## config.mk

```make
export PLATFORM = sky130hd
export DESIGN_NAME = dat_tx_ctrl
export DESIGN_NICKNAME = d
export VERILOG_FILES = /design/src/rtl/dat_tx_ctrl.sv
export SDC_FILE = /design/constraint.sdc
export NUM_CORES = 1
export LEC_CHECK = 0
export CORE_MARGIN = 1
export CORE_UTILIZATION = 40
export CTS_CLUSTER_DIAMETER = 60
export CTS_CLUSTER_SIZE = 8
export DETAILED_ROUTE_END_ITERATION = 10
export PLACE_DENSITY = 0.68
export SYNTH_ARGS = -nofsm -noshare
export SYNTH_HDL_FRONTEND = slang
export SYNTH_SLANG_ARGS = --single-unit
```

## constraint.sdc

```tcl
create_clock -name sd_clock -period 3 [get_ports sd_clock]
set_input_delay 0.6 -clock sd_clock [delete_from_list [all_inputs] [get_ports sd_clock]]
set_output_delay 0.6 -clock sd_clock [all_outputs]
set_load 0.01 [all_outputs]
```

## src/rtl/dat_tx_ctrl.sv

```systemverilog
// rtl/dat_tx_ctrl.sv - SD DAT write-path sequencer (1-bit bus): block framing, CRC16, status token, busy wait
module dat_tx_ctrl #(
    parameter int BLOCK_WORDS  = 128,
    parameter int BUSY_TIMEOUT = 65535,
    parameter int STATUS_WAIT  = 8
) (
    input  logic        sd_clock,
    input  logic        reset,
    input  logic        start,
    input  logic [7:0]  num_blocks,
    input  logic [31:0] fifo_data,
    input  logic        fifo_empty,
    output logic        fifo_rd,
    output logic        ser_enable,
    output logic [31:0] ser_word,
    output logic        ser_send,
    input  logic        ser_bit,
    input  logic        ser_complete,
    output logic        dat_out,
    output logic        dat_oe,
    input  logic        dat_in,
    output logic        busy,
    output logic        done,
    output logic        crc_err,
    output logic        timeout_err,
    output logic        underrun_err
);
    localparam int              WCW         = (BLOCK_WORDS > 1) ? $clog2(BLOCK_WORDS) : 1;
    localparam logic [WCW-1:0]  LAST_WORD   = WCW'(BLOCK_WORDS - 1);
    localparam logic [15:0]     STATUS_LAST = 16'(STATUS_WAIT - 1);
    localparam logic [15:0]     BUSY_LAST   = 16'(BUSY_TIMEOUT - 1);

    localparam logic [3:0] ST_IDLE    = 4'd0;
    localparam logic [3:0] ST_PRELOAD = 4'd1;
    localparam logic [3:0] ST_START   = 4'd2;
    localparam logic [3:0] ST_DATA    = 4'd3;
    localparam logic [3:0] ST_CRC     = 4'd4;
    localparam logic [3:0] ST_END     = 4'd5;
    localparam logic [3:0] ST_TURN    = 4'd6;
    localparam logic [3:0] ST_STATUS  = 4'd7;
    localparam logic [3:0] ST_TOKEN   = 4'd8;
    localparam logic [3:0] ST_BUSY    = 4'd9;
    localparam logic [3:0] ST_ABORT   = 4'd10;
    localparam logic [3:0] ST_DONE    = 4'd11;

    logic [3:0]     state_q, state_d;
    logic [WCW-1:0] word_cnt_q, word_cnt_d;
    logic [15:0]    cnt_q, cnt_d;
    logic [7:0]     blk_cnt_q, blk_cnt_d;
    logic [15:0]    crc_q, crc_d;
    logic [1:0]     tok_q, tok_d;
    logic           crc_err_q, crc_err_d;
    logic           timeout_err_q, timeout_err_d;
    logic           underrun_err_q, underrun_err_d;
    logic           zero_done_q, zero_done_d;
    logic           load;

    always_comb begin
        state_d        = state_q;
        word_cnt_d     = word_cnt_q;
        blk_cnt_d      = blk_cnt_q;
        crc_d          = crc_q;
        tok_d          = tok_q;
        crc_err_d      = crc_err_q;
        timeout_err_d  = timeout_err_q;
        underrun_err_d = underrun_err_q;
        zero_done_d    = 1'b0;
        load           = 1'b0;
        // Shared phase counter: saturates, and restarts from zero on every state change
        cnt_d          = (cnt_q == 16'hFFFF) ? cnt_q : cnt_q + 16'd1;

        case (state_q)
            ST_IDLE: begin
                if (start) begin
                    crc_err_d      = 1'b0;
                    timeout_err_d  = 1'b0;
                    underrun_err_d = 1'b0;
                    blk_cnt_d      = num_blocks;
                    if (num_blocks == 8'd0) zero_done_d = 1'b1;
                    else                    state_d     = ST_PRELOAD;
                end
            end
            ST_PRELOAD: begin
                if (!fifo_empty) begin
                    load       = 1'b1;
                    word_cnt_d = '0;
                    crc_d      = '0;
                    state_d    = ST_START;
                end
            end
            ST_START: state_d = ST_DATA;
            ST_DATA: begin
                crc_d = {crc_q[14:0], 1'b0} ^ ((crc_q[15] ^ ser_bit) ? 16'h1021 : 16'h0000);
                if (ser_complete) begin
                    if (word_cnt_q < LAST_WORD) begin
                        if (!fifo_empty) begin
                            load       = 1'b1;
                            word_cnt_d = word_cnt_q + WCW'(1);
                        end else begin
                            underrun_err_d = 1'b1;
                            state_d        = ST_ABORT;
                        end
                    end else begin
                        state_d = ST_CRC;
                    end
                end
            end
            ST_CRC: begin
                crc_d = {crc_q[14:0], 1'b0};
                if (cnt_q == 16'd15) state_d = ST_END;
            end
            ST_END: state_d = ST_TURN;
            ST_TURN: begin
                if (cnt_q == 16'd1) state_d = ST_STATUS;
            end
            ST_STATUS: begin
                if (!dat_in) begin
                    state_d = ST_TOKEN;
                end else if (cnt_q == STATUS_LAST) begin
                    timeout_err_d = 1'b1;
                    state_d       = ST_ABORT;
                end
            end
            ST_TOKEN: begin
                tok_d = {tok_q[0], dat_in};
                if (cnt_q == 16'd2) begin
                    if ({tok_q, dat_in} == 3'b010) begin
                        state_d = ST_BUSY;
                    end else begin
                        crc_err_d = 1'b1;
                        state_d   = ST_ABORT;
                    end
                end
            end
            ST_BUSY: begin
                if (dat_in) begin
                    blk_cnt_d = blk_cnt_q - 8'd1;
                    state_d   = (blk_cnt_q == 8'd1) ? ST_DONE : ST_PRELOAD;
                end else if (cnt_q == BUSY_LAST) begin
                    timeout_err_d = 1'b1;
                    state_d       = ST_ABORT;
                end
            end
            ST_ABORT, ST_DONE: state_d = ST_IDLE;
            default:           state_d = ST_IDLE;
        endcase

        if (state_d != state_q) cnt_d = '0;
    end

    always_ff @(posedge sd_clock) begin
        if (reset) begin
            state_q        <= ST_IDLE;
            word_cnt_q     <= '0;
            cnt_q          <= '0;
            blk_cnt_q      <= '0;
            crc_q          <= '0;
            tok_q          <= '0;
            crc_err_q      <= 1'b0;
            timeout_err_q  <= 1'b0;
            underrun_err_q <= 1'b0;
            zero_done_q    <= 1'b0;
        end else begin
            state_q        <= state_d;
            word_cnt_q     <= word_cnt_d;
            cnt_q          <= cnt_d;
            blk_cnt_q      <= blk_cnt_d;
            crc_q          <= crc_d;
            tok_q          <= tok_d;
            crc_err_q      <= crc_err_d;
            timeout_err_q  <= timeout_err_d;
            underrun_err_q <= underrun_err_d;
            zero_done_q    <= zero_done_d;
        end
    end

    always_comb begin
        dat_oe  = 1'b0;
        dat_out = 1'b1;
        case (state_q)
            ST_START: begin dat_oe = 1'b1; dat_out = 1'b0;      end
            ST_DATA:  begin dat_oe = 1'b1; dat_out = ser_bit;   end
            ST_CRC:   begin dat_oe = 1'b1; dat_out = crc_q[15]; end
            ST_END:   begin dat_oe = 1'b1; dat_out = 1'b1;      end
            default:  begin dat_oe = 1'b0; dat_out = 1'b1;      end
        endcase
    end

    assign fifo_rd      = load;
    assign ser_enable   = load;
    assign ser_word     = fifo_data;
    assign ser_send     = (state_q == ST_DATA);
    assign busy         = (state_q != ST_IDLE);
    assign done         = zero_done_q | (state_q == ST_ABORT) | (state_q == ST_DONE);
    assign crc_err      = crc_err_q;
    assign timeout_err  = timeout_err_q;
    assign underrun_err = underrun_err_q;
endmodule
```

Yosys cells after proc, flatten, opt, wreduce, memory -nomap -nowiden

Cells that the tools add are included.

Bitwise operators: 6
Equality and inequality tests: 33
$lt $le $gt $ge: 1
Multiplexer cells: 47
Reduce and logical (&&, ||, !) cells: 18
$add $sub $neg: 3

Operators with widths:

| cell                                                  | number |
|---|---|
| two-way mux 4 bit                                     | 14 |
| one-hot mux 16 bit (3 select lines)                   | 1 |
| one-hot mux 4 bit (10 select lines)                   | 1 |
| equality test 16 bit (second input constant)          | 2 |
| two-way mux 7 bit                                     | 4 |
| != test 2 bit (second input constant)                 | 11 |
| adder 16 x 1 -> 16 bit (second input constant)        | 1 |
| equality test 16 x 1 -> 1 bit (second input constant) | 1 |
| equality test 16 x 2 -> 1 bit (second input constant) | 1 |
| equality test 16 x 3 -> 1 bit (second input constant) | 1 |
| equality test 16 x 4 -> 1 bit (second input constant) | 1 |
| equality test 4 x 3 -> 1 bit (second input constant)  | 4 |
| equality test 4 bit (second input constant)           | 4 |
| two-way mux 16 bit                                    | 1 |
| two-way mux 8 bit                                     | 2 |
| one-hot mux 8 bit (2 select lines)                    | 1 |
| XOR 16 x 13 -> 16 bit                                 | 1 |
| two-way mux 1 bit                                     | 15 |
| one-hot mux 7 bit (2 select lines)                    | 1 |
| two-way mux 13 bit                                    | 1 |
| AND reduction 5 bit                                   | 2 |
| equality test 4 x 2 -> 1 bit (second input constant)  | 2 |
| equality test 8 x 1 -> 1 bit (second input constant)  | 1 |
| zero test 8 bit                                       | 1 |
| other kinds (24)                                      | 34 |

Flip-flop bits (word level): 57
Input bits: 47

Logic depth before layout (Yosys ltp)

Gate-level depths: netlist of the first run.

Word-level depth: 6
Depth in mapped cells: 10
Mapped depth without buffers: 8

Least setup slack after synthesis of the first run

Ideal clock, no wire load.

Kind: flip-flop to flip-flop
Start: reg cnt_q[0]
End: reg cnt_q[10]
Stages on the path, launching flop included: 10
Path buffers: 2
Path slack: 0.707 ns
Clock period less this slack: 2.293 ns
Library setup time: 0.123 ns
Arrival: 2.169 ns
Required time: 2.877 ns
Cell sequence: dfxtp_1 ha_1 clkbuf_1 inv_1 or4b_4 a21boi_0 o31ai_1 nand3b_1 buf_4 nor4_2

Word-level cells in the longest chain between the ends: 6
Elaborated cells on any way between the ends: 17
Classes of those cells: add/sub (1); eq/ne (7); mux (8); reduce/logical (1)

RTL lines:

| what                                                                         | line     | source |
|---|---|---|
| from (decl)                                                                  | 48       | `logic [15:0] cnt_q, cnt_d;` |
| from (signal assigned)                                                       | 166      | `cnt_q <= cnt_d;` |
| equality test 16 bit / equality test 16 x 3 -> 1 bit (equally long branches) | 139, 119 |  |
| two-way mux 4 bit, on equally long branches                                  | 139, 119 |  |
| two-way mux 4 bit, on equally long branches                                  | 136, 117 |  |
| one-hot mux 4 bit (10 select lines)                                          | 72       | `case (state_q)` |
| != test 4 bit                                                                | 148      | `if (state_d != state_q) cnt_d = '0;` |
| OR reduction 2 bit (no source line)                                          | -        |  |

Parallel ways exist; a longest one is shown, timed or not.
A chain may end at the register's enable or synchronous reset.

Worst setup path after layout of the first run

Start: in ser_complete
End: out fifo_rd

Word-level cells in the longest chain between the ends: 2

RTL lines:

| what                               | line | source |
|---|---|---|
| from (decl)                        | 18   | `input logic ser_complete,` |
| two-way mux 1 bit                  | 94   | `if (ser_complete) begin` |
| one-hot mux 1 bit (2 select lines) | 72   |  |
| to (decl)                          | 13   | `output logic fifo_rd,` |

Every way passes these cells.

==> metrics.md, run 1 <==
| Metric | Value |
|---|---|
| Data required time of the worst path | around 2.4 ns |
| Quantity of I/O buffers inserted on ports | 24 |
| Die width | 92.7 um |
| Area growth syn-to-layout | 8.70% |
| Clock latency on the worst-skew pair | 0.33 ns |
| Cts bufs inserted | 9 |
| Unrepaired setup endpoints after global routing | no |
| Post-route setup TNS | 0 ns |
| First-pass GRT wire length | 12,000 um |
| CTS sink cnt | 57 |
| Sequential area share after synthesis | between 30% and 40% |
| Final HPWL DP | 4890 um |
| WHS Path Cells | 2 |
| Drt first pass iters | 4 |
| Min cycle time layout | 2.90 ns |
| Area leader, netlist | dfxtp_1 |
| Initial antenna violation count | 0 |
| Slew margin rel. | around three fifths |
| Netlist cell types | 52 |
| Congestion Overflow GR | 0 |
| Placed cells | 479 |
| Final WL | 6910 um |
| GRT Total Usage | 17.3% |
| Util after Layout | 45.6% |
| Maximum clock rate | 0.345 GHz |
| Die height | between 90 and 100 um |
| Hold Fails Final Rpt | 0 |
| Leakage | 1.27 nW |
| Most frequent cells in the layout | 57 x dfxtp_1, 48 x nor2_1, 32 x nand2_1, 24 x clkdlybuf4s50_1 |
| Final Non-Filler Cells | 495 |
| N_diodes | 0 |
| Yosys reg bits | 57 |
| Top Ports | a little under 90 |
| Drt initial violations | ~150 |
| Core ar. | 7850 um^2 |
| CTS root buf | clkbuf_8 |
| Share of the synthesized area in the top cell type | 34.7% |
| Max Slew Vio Count | 0 |
| Layout Nets | ~440 |
| Clock share of power | 30.7% |
| Post-DR vias/cell | 5.39 |
| Post-synth ARST share | 0% |
| Cells after Synth | 395 |
| Post-synth EDFFs | 0 |
| Peak VDD IR | roughly 0.18 mV |
| Slew @ Worst Pin | 0.579 ns |
| Pin count of the biggest net entering global routing | 29 |
| Final Cycle Share | 96.7% |
| H-Tree Depth | 3 |
| Internal Dissipation | 1.26 mW |
| Top FF cell, synth | dfxtp_1 |
| Critical R2R Launch | state_q[0]$_SDFF_PP0_ |
| CTS tree | built |
| CP arrival | 2.30 ns |
| Vias in the first global route | 2,654 |
| Via count | 2,668 |
| Sequential share of power | between 40 and 50% |
| Worst Skew | 0.00917 ns |
| Dpl cell area | ~3400 um^2 |
| Area of the multi-input gates | 1780 um^2 |
| Crit end category | output port |
| Design Area, Final | 3580 um^2 |
| Core Rows | 32 |
| Share of cells above drive strength 1 | 12.2% |
| RePlAce Congestion | between 0.8 and 0.9 |
| Synth Cell Area | 3290 um^2 |
| Net Sw Frac | 33.8% |
| CP Launch Type | input port |
| Hold path start | crc_q[0]$_SDFFE_PP0P_ |
| Type of the worst setup path | in2out |
| Status | complete, no violations |
| Endpoints failing setup | 0 |
| Worst Reg-to-Reg Cells | 6 |
| Register area | around 1100 um^2 |
| Die ar. | 8600 um^2 |
| CP startpoint | ser_complete |
| Initial core utilization | 41.9% |
| Commonest non-fill, non-tap cell in the layout | dfxtp_1 |
| PD cells | 532 nW/um^2 |
| Drc violations | 0 |
| # fillers | around 800 |
| Avg Cell Area, Syn | approximately 8.3 um^2 |
| Largest cells by area after synthesis | dfxtp_1 35%, buf_4 8.0%, nor2_1 5.5% |
| Antenna viol nets, final | 0 |
| Crit-path max FO | 5 |
| Maxcap violations | 0 |
| Clock Path Buffers | 2 |
| Combinational fraction of design power | 24.9% |
| Yosys warns | 0 |
| WL per Instance | ~14 um |
| Post-Syn Nets | 448 |
| Psw | 643 uW |
| Min-delay worst type | reg2reg |
| Design Power | 1.90 mW |
| Postcts setup bufs | 0 |
| Clk slew on worst S/H paths | approximately 0.060 ns |
-- routing by layer --
layer,wire length (um),track usage (%),vias to the layer above
li1,-,-,1362
met1,3220,20.8,1219
met2,3160,28.6,63
met3,361,5.25,24
met4,172,7.44,0
met5,0,0,-
-- state kept, by name (all words and copies together) (netlist names) --
signal	cells
blk_cnt_q	8
tok_q	2
zero_done_q	1
underrun_err	1
timeout_err	1
crc_err	1
cnt_q	16
state_q	4
word_cnt_q	7
crc_q	16
-- per-stage QoR --
stage                     hold slack (ns)  setup slack (ns)
final                               0.467            0.0989
after global routing                0.505           0.00297
after CTS                           0.462            0.0919
after detailed placement            0.453            0.0494
after global placement              0.444            0.0999
after floorplan                     0.436             0.707
-- power groups by stage --
stage	logic [mW]	clock network, mW	registers (mW)
final	0.475	0.585	0.844
after CTS	0.473	0.607	0.841
after floorplan	0.411	0	0.832
after global routing	0.527	0.646	0.851
after detailed placement	0.470	0	0.858
after global placement	0.463	0	0.857
-- Yosys cell counts (all sizes together) (3+ instances only) --
cell type  count
a211oi         4
a21oi         15
a221oi         4
a22o           3
a22oi         19
and2           5
and3           5
and4           3
buf           41
clkbuf        13
dfxtp         57
ha             6
inv           10
nand2         32
nand2b         5
nand3         17
nand4          7
nor2          48
nor2b          6
nor3           8
nor3b          3
nor4          22
o21ai         19
o31ai          3
xnor2          3
xor2          15
-- worst max-delay path: stages --
cell	delay [ns]
clkdlybuf4s50_1	0.50
o21ai_0	0.10
a2111o_1	0.43
inv_1	0.13
clkdlybuf4s50_1	0.55
-- cell families after synthesis --
| family | after synthesis | synth area share (%) |
|---|---|---|
| adder cells (fa/ha/maj) | 6 | 2.28 |
| AO/OA/AOI/OAI | 77 | 15.4 |
| flip-flops | 57 | 34.7 |
| multiplexers | 4 | 1.29 |
| AND/OR/NAND/NOR | 169 | 29.8 |
| buffers and inverters | 64 | 11.6 |
| XOR/XNOR | 18 | 5.02 |
-- layout make-up --
cell class | count | area share (%)
Timing Repair Buffer | 36 | 9.23
Multi-Input combinational cell | 274 | 49.7
Clock buffer | 10 | 3.57
Sequential cell | 57 | 31.9
Inverter | 10 | 1.05
Clock inverter | 6 | 0.979
Tap cell | 102 | 3.57
-- worst paths after layout --
path / endpoint / slack, ns
setup reg to reg: cnt_q[2]$_SDFFE_PP0P_ / 0.48
hold / removal: crc_q[0]$_SDFFE_PP0P_ / 0.47
setup / recovery: fifo_rd / 0.1
hold reg to reg: crc_q[0]$_SDFFE_PP0P_ / 0.47
-- what timing repair did --
item | in CTS | in global routing
hold endpoints to repair | 0 | 0
resized for setup | 0 | 1
hold buffers | 0 | 0
endpoints found under the setup margin | 0 | 2
Power figures use the tool's default switching activity.
==> run 2, diff against run 1 <==
--- a/config.mk
+++ b/config.mk
@@ -11,5 +11,5 @@
 export CTS_CLUSTER_SIZE = 8
 export DETAILED_ROUTE_END_ITERATION = 10
-export PLACE_DENSITY = 0.68
+export PLACE_DENSITY_LB_ADDON = 0.25
 export SYNTH_ARGS = -nofsm -noshare
 export SYNTH_HDL_FRONTEND = slang
==> constraint.sdc (replaced) <==
create_clock -name sd_clock -period 3 [get_ports sd_clock]
set_input_delay 0.6 -clock sd_clock [delete_from_list [all_inputs] [get_ports sd_clock]]
set_output_delay 0.6 -clock sd_clock [all_outputs]
set_load 0.05 [all_outputs]
==> run 2 against run 1 <==
Maximum frequency is 3.0% higher. Highest routed layer unchanged. Critical path type unchanged. Sequential power shrank 2%. Cell area up 0.52%.
==> metrics.md, run 2 (synthesis gave the netlist of run 1 again) <==
| Metric | Value |
|---|---|
| Psw | 705 uW (+9.6%) |
| Min cycle time layout | 2.82 ns (-0.0849 ns) |
| Worst Reg-to-Reg Cells | 7 (+1) |
| CP startpoint | ser_complete |
| Slew margin rel. | 33.4% (-28 points) |
| Clock latency on the worst-skew pair | 0.33 ns (about the same) |
| CP Launch Type | input port |
| Slew @ Worst Pin | 0.998 ns (+0.419 ns) |
| Die width | 92.7 um (unchanged) |
| Data required time of the worst path | 2.40 ns (about the same) |
| N_diodes | 0 (unchanged) |
| Most frequent cells in the layout | 57 x dfxtp_1, 48 x nor2_1, 32 x nand2_1, 20 x clkdlybuf4s50_1 |
| Internal Dissipation | 1.33 mW (+5.2%) |
| Crit end category | output port |
| Largest regs | cnt_q: 16 flops, crc_q: 16 flops, blk_cnt_q: 8 flops |
| Pin count of the biggest net entering global routing | 38 (+31%) |
| GRT busiest layer | met2 |
| Via count | 2,668 (unchanged) |
| CP max-delay cell | clkdlybuf4s50_1 |
| Crit-path max FO | 6 (+1) |
| H-Tree Depth | 3 (unchanged) |
| Worst Skew | 0.00752 ns (-0.00165 ns) |
| Maximum clock rate | 0.355 GHz (+3.0%) |
| Congestion Overflow GR | 0 (unchanged) |
| Type of the worst setup path | in2out |
| Min-delay worst type | reg2reg |
| CTS Hold Buffers Added | 0 (unchanged) |
| Drc violations | 0 (unchanged) |
| Crit-path cells | clkdlybuf4s50_1 > o21ai_0 > a2111o_1 > inv_1 > buf_12 |
| GR Util met2 | 27.0% (-1.5 points) |
| Leakage | 1.30 nW (+2.1%) |
| Clock share of power | 32.2% (+1.5 points) |
| Antenna viol nets, final | 0 (unchanged) |
| Hold Fails Final Rpt | 0 (unchanged) |
| Commonest non-fill, non-tap cell in the layout | dfxtp_1 |
| Area growth syn-to-layout | 9.27% |
| Top Ports | 89 (unchanged) |
| Layout Nets | 440 (-0.23%) |
| CP arrival | 2.22 ns (-0.08 ns) |
| First-pass GRT wire length | 11,500 um (-4.0%) |
| Endpoints failing setup | 0 (unchanged) |
| Die ar. | 8600 um^2 (unchanged) |
| Design Area, Final | 3600 um^2 (+0.52%) |
| GRT Total Usage | 16.7% (-0.60 points) |
| Unrepaired setup endpoints after global routing | no |
| Util after Layout | 45.8% (+0.24 points) |
| CTS sink cnt | 57 (unchanged) |
| Final HPWL DP | 4790 um (-2.2%) |
| PD cells | 565 nW/um^2 (+6.2%) |
| Slowest stage delay, CP | 0.56 ns (about the same) |
| Max Slew Vio Count | 0 (unchanged) |
| Core Rows | 32 (unchanged) |
| Core ar. | 7850 um^2 (unchanged) |
| Die height | 92.7 um (unchanged) |
| Dpl cell area | 3420 um^2 (+0.37%) |
| Critical path endpoint | fifo_rd |
| FF-to-FF setup slack | 0.22 ns (-0.26 ns) |
| Cts bufs inserted | 9 (unchanged) |
| Met3 Usage GRT | 4.93% (-0.33 points) |
| Drt first pass iters | 4 (unchanged) |
| Critical R2R Launch | cnt_q[3]$_SDFFE_PP0P_ |
| CTS tree | built |
| Vias in the first global route | 2,474 (-6.8%) |
| Post-cts resize count | 0 (unchanged) |
| Clk slew on worst S/H paths | 0.06 ns (about the same) |
| Quantity of I/O buffers inserted on ports | 24 (unchanged) |
| Maxcap violations | 0 (unchanged) |
| RePlAce Congestion | 0.821 (+0.45%) |
| R2R Path End | cnt_q[3]$_SDFFE_PP0P_ |
| Final WL | 6870 um (-0.62%) |
| Status | complete, no violations |
| Postcts setup bufs | 0 (unchanged) |
| Net Sw Frac | 34.7% (+0.92 points) |
| Sequential share of power | 40.7% (-3.6 points) |
| Peak VDD IR | 0.217 mV (+20%) |
| CTS root buf | clkbuf_8 |
| Post-DR vias/cell | 5.41 (+0.41%) |
| Final Cycle Share | 93.9% (-2.8 points) |
| Clock Path Buffers | 2 (unchanged) |
| Initial antenna violation count | 0 (unchanged) |
| Initial core utilization | 41.9% (unchanged) |
| Share of cells above drive strength 1 | 13.3% (+1.1 points) |
| Combinational fraction of design power | 27.0% (+2.1 points) |
| Grt met1 use | 20.9% (+0.13 points) |
| WL per Instance | 13.9 um (-0.22%) |
| Drt initial violations | 116 (-24%) |
run 2: how the worst min path moves through the flow:
| stage | start | end | slack, ns | cells past startpoint |
|---|---|---|---|---|
| floorplan | crc_q[0]$_SDFFE_PP0P_ | crc_q[0]$_SDFFE_PP0P_ | 0.44 | 2 |
| global placement | crc_q[0]$_SDFFE_PP0P_ | crc_q[0]$_SDFFE_PP0P_ | 0.45 | 2 |
| detailed placement | crc_q[0]$_SDFFE_PP0P_ | crc_q[0]$_SDFFE_PP0P_ | 0.46 | 2 |
| CTS | crc_q[0]$_SDFFE_PP0P_ | crc_q[0]$_SDFFE_PP0P_ | 0.47 | 2 |
| global route | crc_q[0]$_SDFFE_PP0P_ | crc_q[0]$_SDFFE_PP0P_ | 0.50 | 2 |
| finish | crc_q[0]$_SDFFE_PP0P_ | crc_q[0]$_SDFFE_PP0P_ | 0.47 | 2 |
run 2: critical path, delay by kind of cell:
| kind | cells | cell delay (ns) |
|---|---|---|
| AO/OA/AOI/OAI | 2 | 0.62 |
| buffers and inverters | 3 | 0.99 |
run 2: through the flow:
| stage | setup slack [ns] | cells | TNS [ns] | hold WS [ns] | power (mW) |
|---|---|---|---|---|---|
| 5_1_grt | 0.00763 | 493 | 0 | 0.502 | 2.14 |
| 3_3_place_gp | 0.0404 | 478 | 0 | 0.455 | 1.39 |
| 4_1_cts | 0.177 | 493 | 0 | 0.470 | 2.06 |
| 6_report | 0.184 | 493 | 0 | 0.465 | 2.03 |
| 3_5_place_dp | -0.0348 | 478 | -0.0669 | 0.457 | 1.39 |
| 2_1_floorplan | 0.551 | 395 | 0 | 0.436 | 1.37 |
run 2: power groups by stage:
stage | sequential (mW) | combinational, mW | clock [mW]
after floorplan | 0.833 | 0.536 | 0
after global placement | 0.843 | 0.546 | 0
after detailed placement | 0.844 | 0.550 | 0
after CTS | 0.827 | 0.553 | 0.679
after global routing | 0.833 | 0.598 | 0.710
final | 0.828 | 0.549 | 0.655
run 2: metal layers:
metal / vias up / routed length, um
met2: 43 / 3170
met5: - / 0
met3: 11 / 304
met4: 0 / 102
li1: 1364 / -
met1: 1250 / 3290
run 2: area by class of cell:
class	instances	area, um^2
Multi-Input combinational cell	274	1770
Clock inverter	3	15.0
Tap cell	102	128
Fill cell	821	4250
Clock buffer	12	165
Inverter	10	37.5
Timing Repair Buffer	35	338
Sequential cell	57	1140
==> run 3, diff against run 2 <==
Settings changed: CORE_MARGIN 1 to not set.
==> results of run 3 <==
Final layout, timing and power as in run 2 (identical DEF).
==> RTL edit: new RTL, flow settings as in run 2 <==
Make the reset (`reset`) asynchronous in one clocked block.
--- a/src/rtl/dat_tx_ctrl.sv
+++ b/src/rtl/dat_tx_ctrl.sv
@@ -149,5 +149,5 @@
     end
 
-    always_ff @(posedge sd_clock) begin
+    always_ff @(posedge sd_clock or posedge reset) begin
         if (reset) begin
             state_q        <= ST_IDLE;
Behaviour: differs if reset is asserted again (counterexample within 4 cycles, from zero or initial values and one cycle with reset high); with reset held inactive, the same outputs for 10 cycles.
==> RTL edit against run 2 <==
- final area up 4.0%
- largest cell class unchanged
- first-iteration DRC count up 2.6%
- synthesized area is 1.3% higher
- die area grew 1.2%
- critical path depth rose by 2
- count of clock-buffer cells in the layout grew 2
- hold slack improved by 0.014 ns
- highest routed layer unchanged
- sequential cell count unchanged
- non-clock buffer count is 3 higher
- routed wire length increased by 2.4%
- worst setup slack gained 0.046 ns
Power is not compared: it rests on default switching activity, and its combinational part moved more than twofold at a synthesized area within 25%.
==> RTL edit: results (changes against run 2) <==
[global_routing]
grtUsageMet1 = 0.255  ; +0.0460
grt_pass1_vias = 2585  ; +4.5%
grt_util_met2 = 0.267  ; -0.00321
grt_pass1_wl_mm = 12.3  ; +7.5%
grt_util_all_layers = 0.181  ; +0.0140
grt_start_max_net_pins = 38  ; unchanged
use_met3 = 0.0423  ; -0.00698

[timing]
setup_slack_ns = 0.230  ; +0.0457 ns
hold-worst-slack_ns = 0.479  ; +0.0136 ns
maxSlewHeadroom = 0.313  ; -0.0210
skew_ns = 0.00882  ; +0.00130 ns
maxSlewViolCount = 0  ; unchanged

[cells_and_area]
num-nets-final = 425  ; -3.4%
drive_gt1_frac = 0.111  ; -0.0216
stdcell_count = 479  ; -2.8%

[setup_path]
reg2reg_from = state_q[2]
r2r_end = cnt_q[8]
cp.arrival_ns = 2.17  ; -0.05 ns
cp_max_fo = 13  ; +7
r2r_setup_slack_ns = 0.42  ; +0.20 ns
cpPeakStageDelay_ns = 0.52  ; -0.04 ns
end_kind = output port
r2r_cells = 9  ; +2
slowest_stage = dfrtp_1
cp_top_family = simple AND/OR/NAND/NOR gates
criticalPathCategory = flip-flop to output port

[synthesis]
synth_area_leaders = dfrtp_1, buf_4, nor2_1
synth_mux_area_frac = 0.00976  ; -0.00316
synthXorXnorAreaFrac = 0.0420  ; -0.00813
synth_fa_ha_area_frac = 0.0225  ; -0.000282
synth.distinct_cells = 53  ; +1.9%
synth_nets = 421  ; -6.0%
synth_top_flop_cell = dfrtp_1
synthArstFlopShare = 1.00  ; +1.00
synth_compound_area_frac = 0.165  ; +0.0116
yosys-top-cells-count = dfrtp_1, nor2_1, buf_4
syn_avg_cell_area_sq_um = 9.06  ; +8.7%
ys_seq_area_frac = 0.428  ; +0.0813

[routing]
viasPerCell = 5.48  ; +1.2%
wl_met2_mm = 3.15  ; -0.79%
wl_per_cell_microns = 14.7  ; +5.4%
drt-met1-wl_mm = 3.49  ; +6.1%
first_iter_violations = 119  ; +2.6%
met3WireLength_microns = 275  ; -9.5%

[place]
post_dp_cell_area_sq_mm = 0.00353  ; +3.4%
hpwl_mm = 4.93  ; +2.9%
gp_congestion = 0.781  ; -4.9%
dp_slack_ns = 0.152  ; +0.187 ns
portBuffers = 24  ; unchanged
placed_cells = 463  ; -3.1%

[cts]
clk_latency_ns = 0.33  ; about the same
numCtsBuffers = 9  ; unchanged

[min_path]
whs_path_depth = 1  ; -1
hold_path_end = underrun_err
min_from = underrun_err
hold_path.class = flip-flop to flip-flop

[status]
status = completed

[RTL edit: cell types whose count changed after synthesis, sizes merged, moves of 4 or more]
cell and change:
dfrtp +57, dfxtp -57, nor4 -17, a22oi -16, a22o +10, xor2 -7
nand2 -6, buf -5, xnor2 +5, a221oi -4, clkbuf -4, nor3 +4
[RTL edit: area by class of cell]
type / count / area, sq um
fill: 762 / 4150
multi-input combinational: 253 / 1560
sequential: 57 / 1430
timing repair buffer: 38 / 373
clock buffer: 14 / 173
tap: 102 / 128
inverter: 13 / 48.8
clock inverter: 2 / 35.0
[RTL edit: where the power goes]
group	internal (mW)	switching [mW]	leakage (nW)	total [mW]
clock	0.451	0.298	0.107	0.750
sequential	0.971	0.193	0.756	1.16
combinational	0.548	0.813	0.768	1.36
[RTL edit: cell families (layout without fill, tap and decap cells)]
family                     after synthesis  after routing
DFF                                     57             57
xor gates and xnor gates                16             16
buffers and inverters                   58             67
adders and majority gates                6              6
and+or+nand+nor                        150            150
AOI/OAI and AO/OA                       78             78
muxes                                    3              3
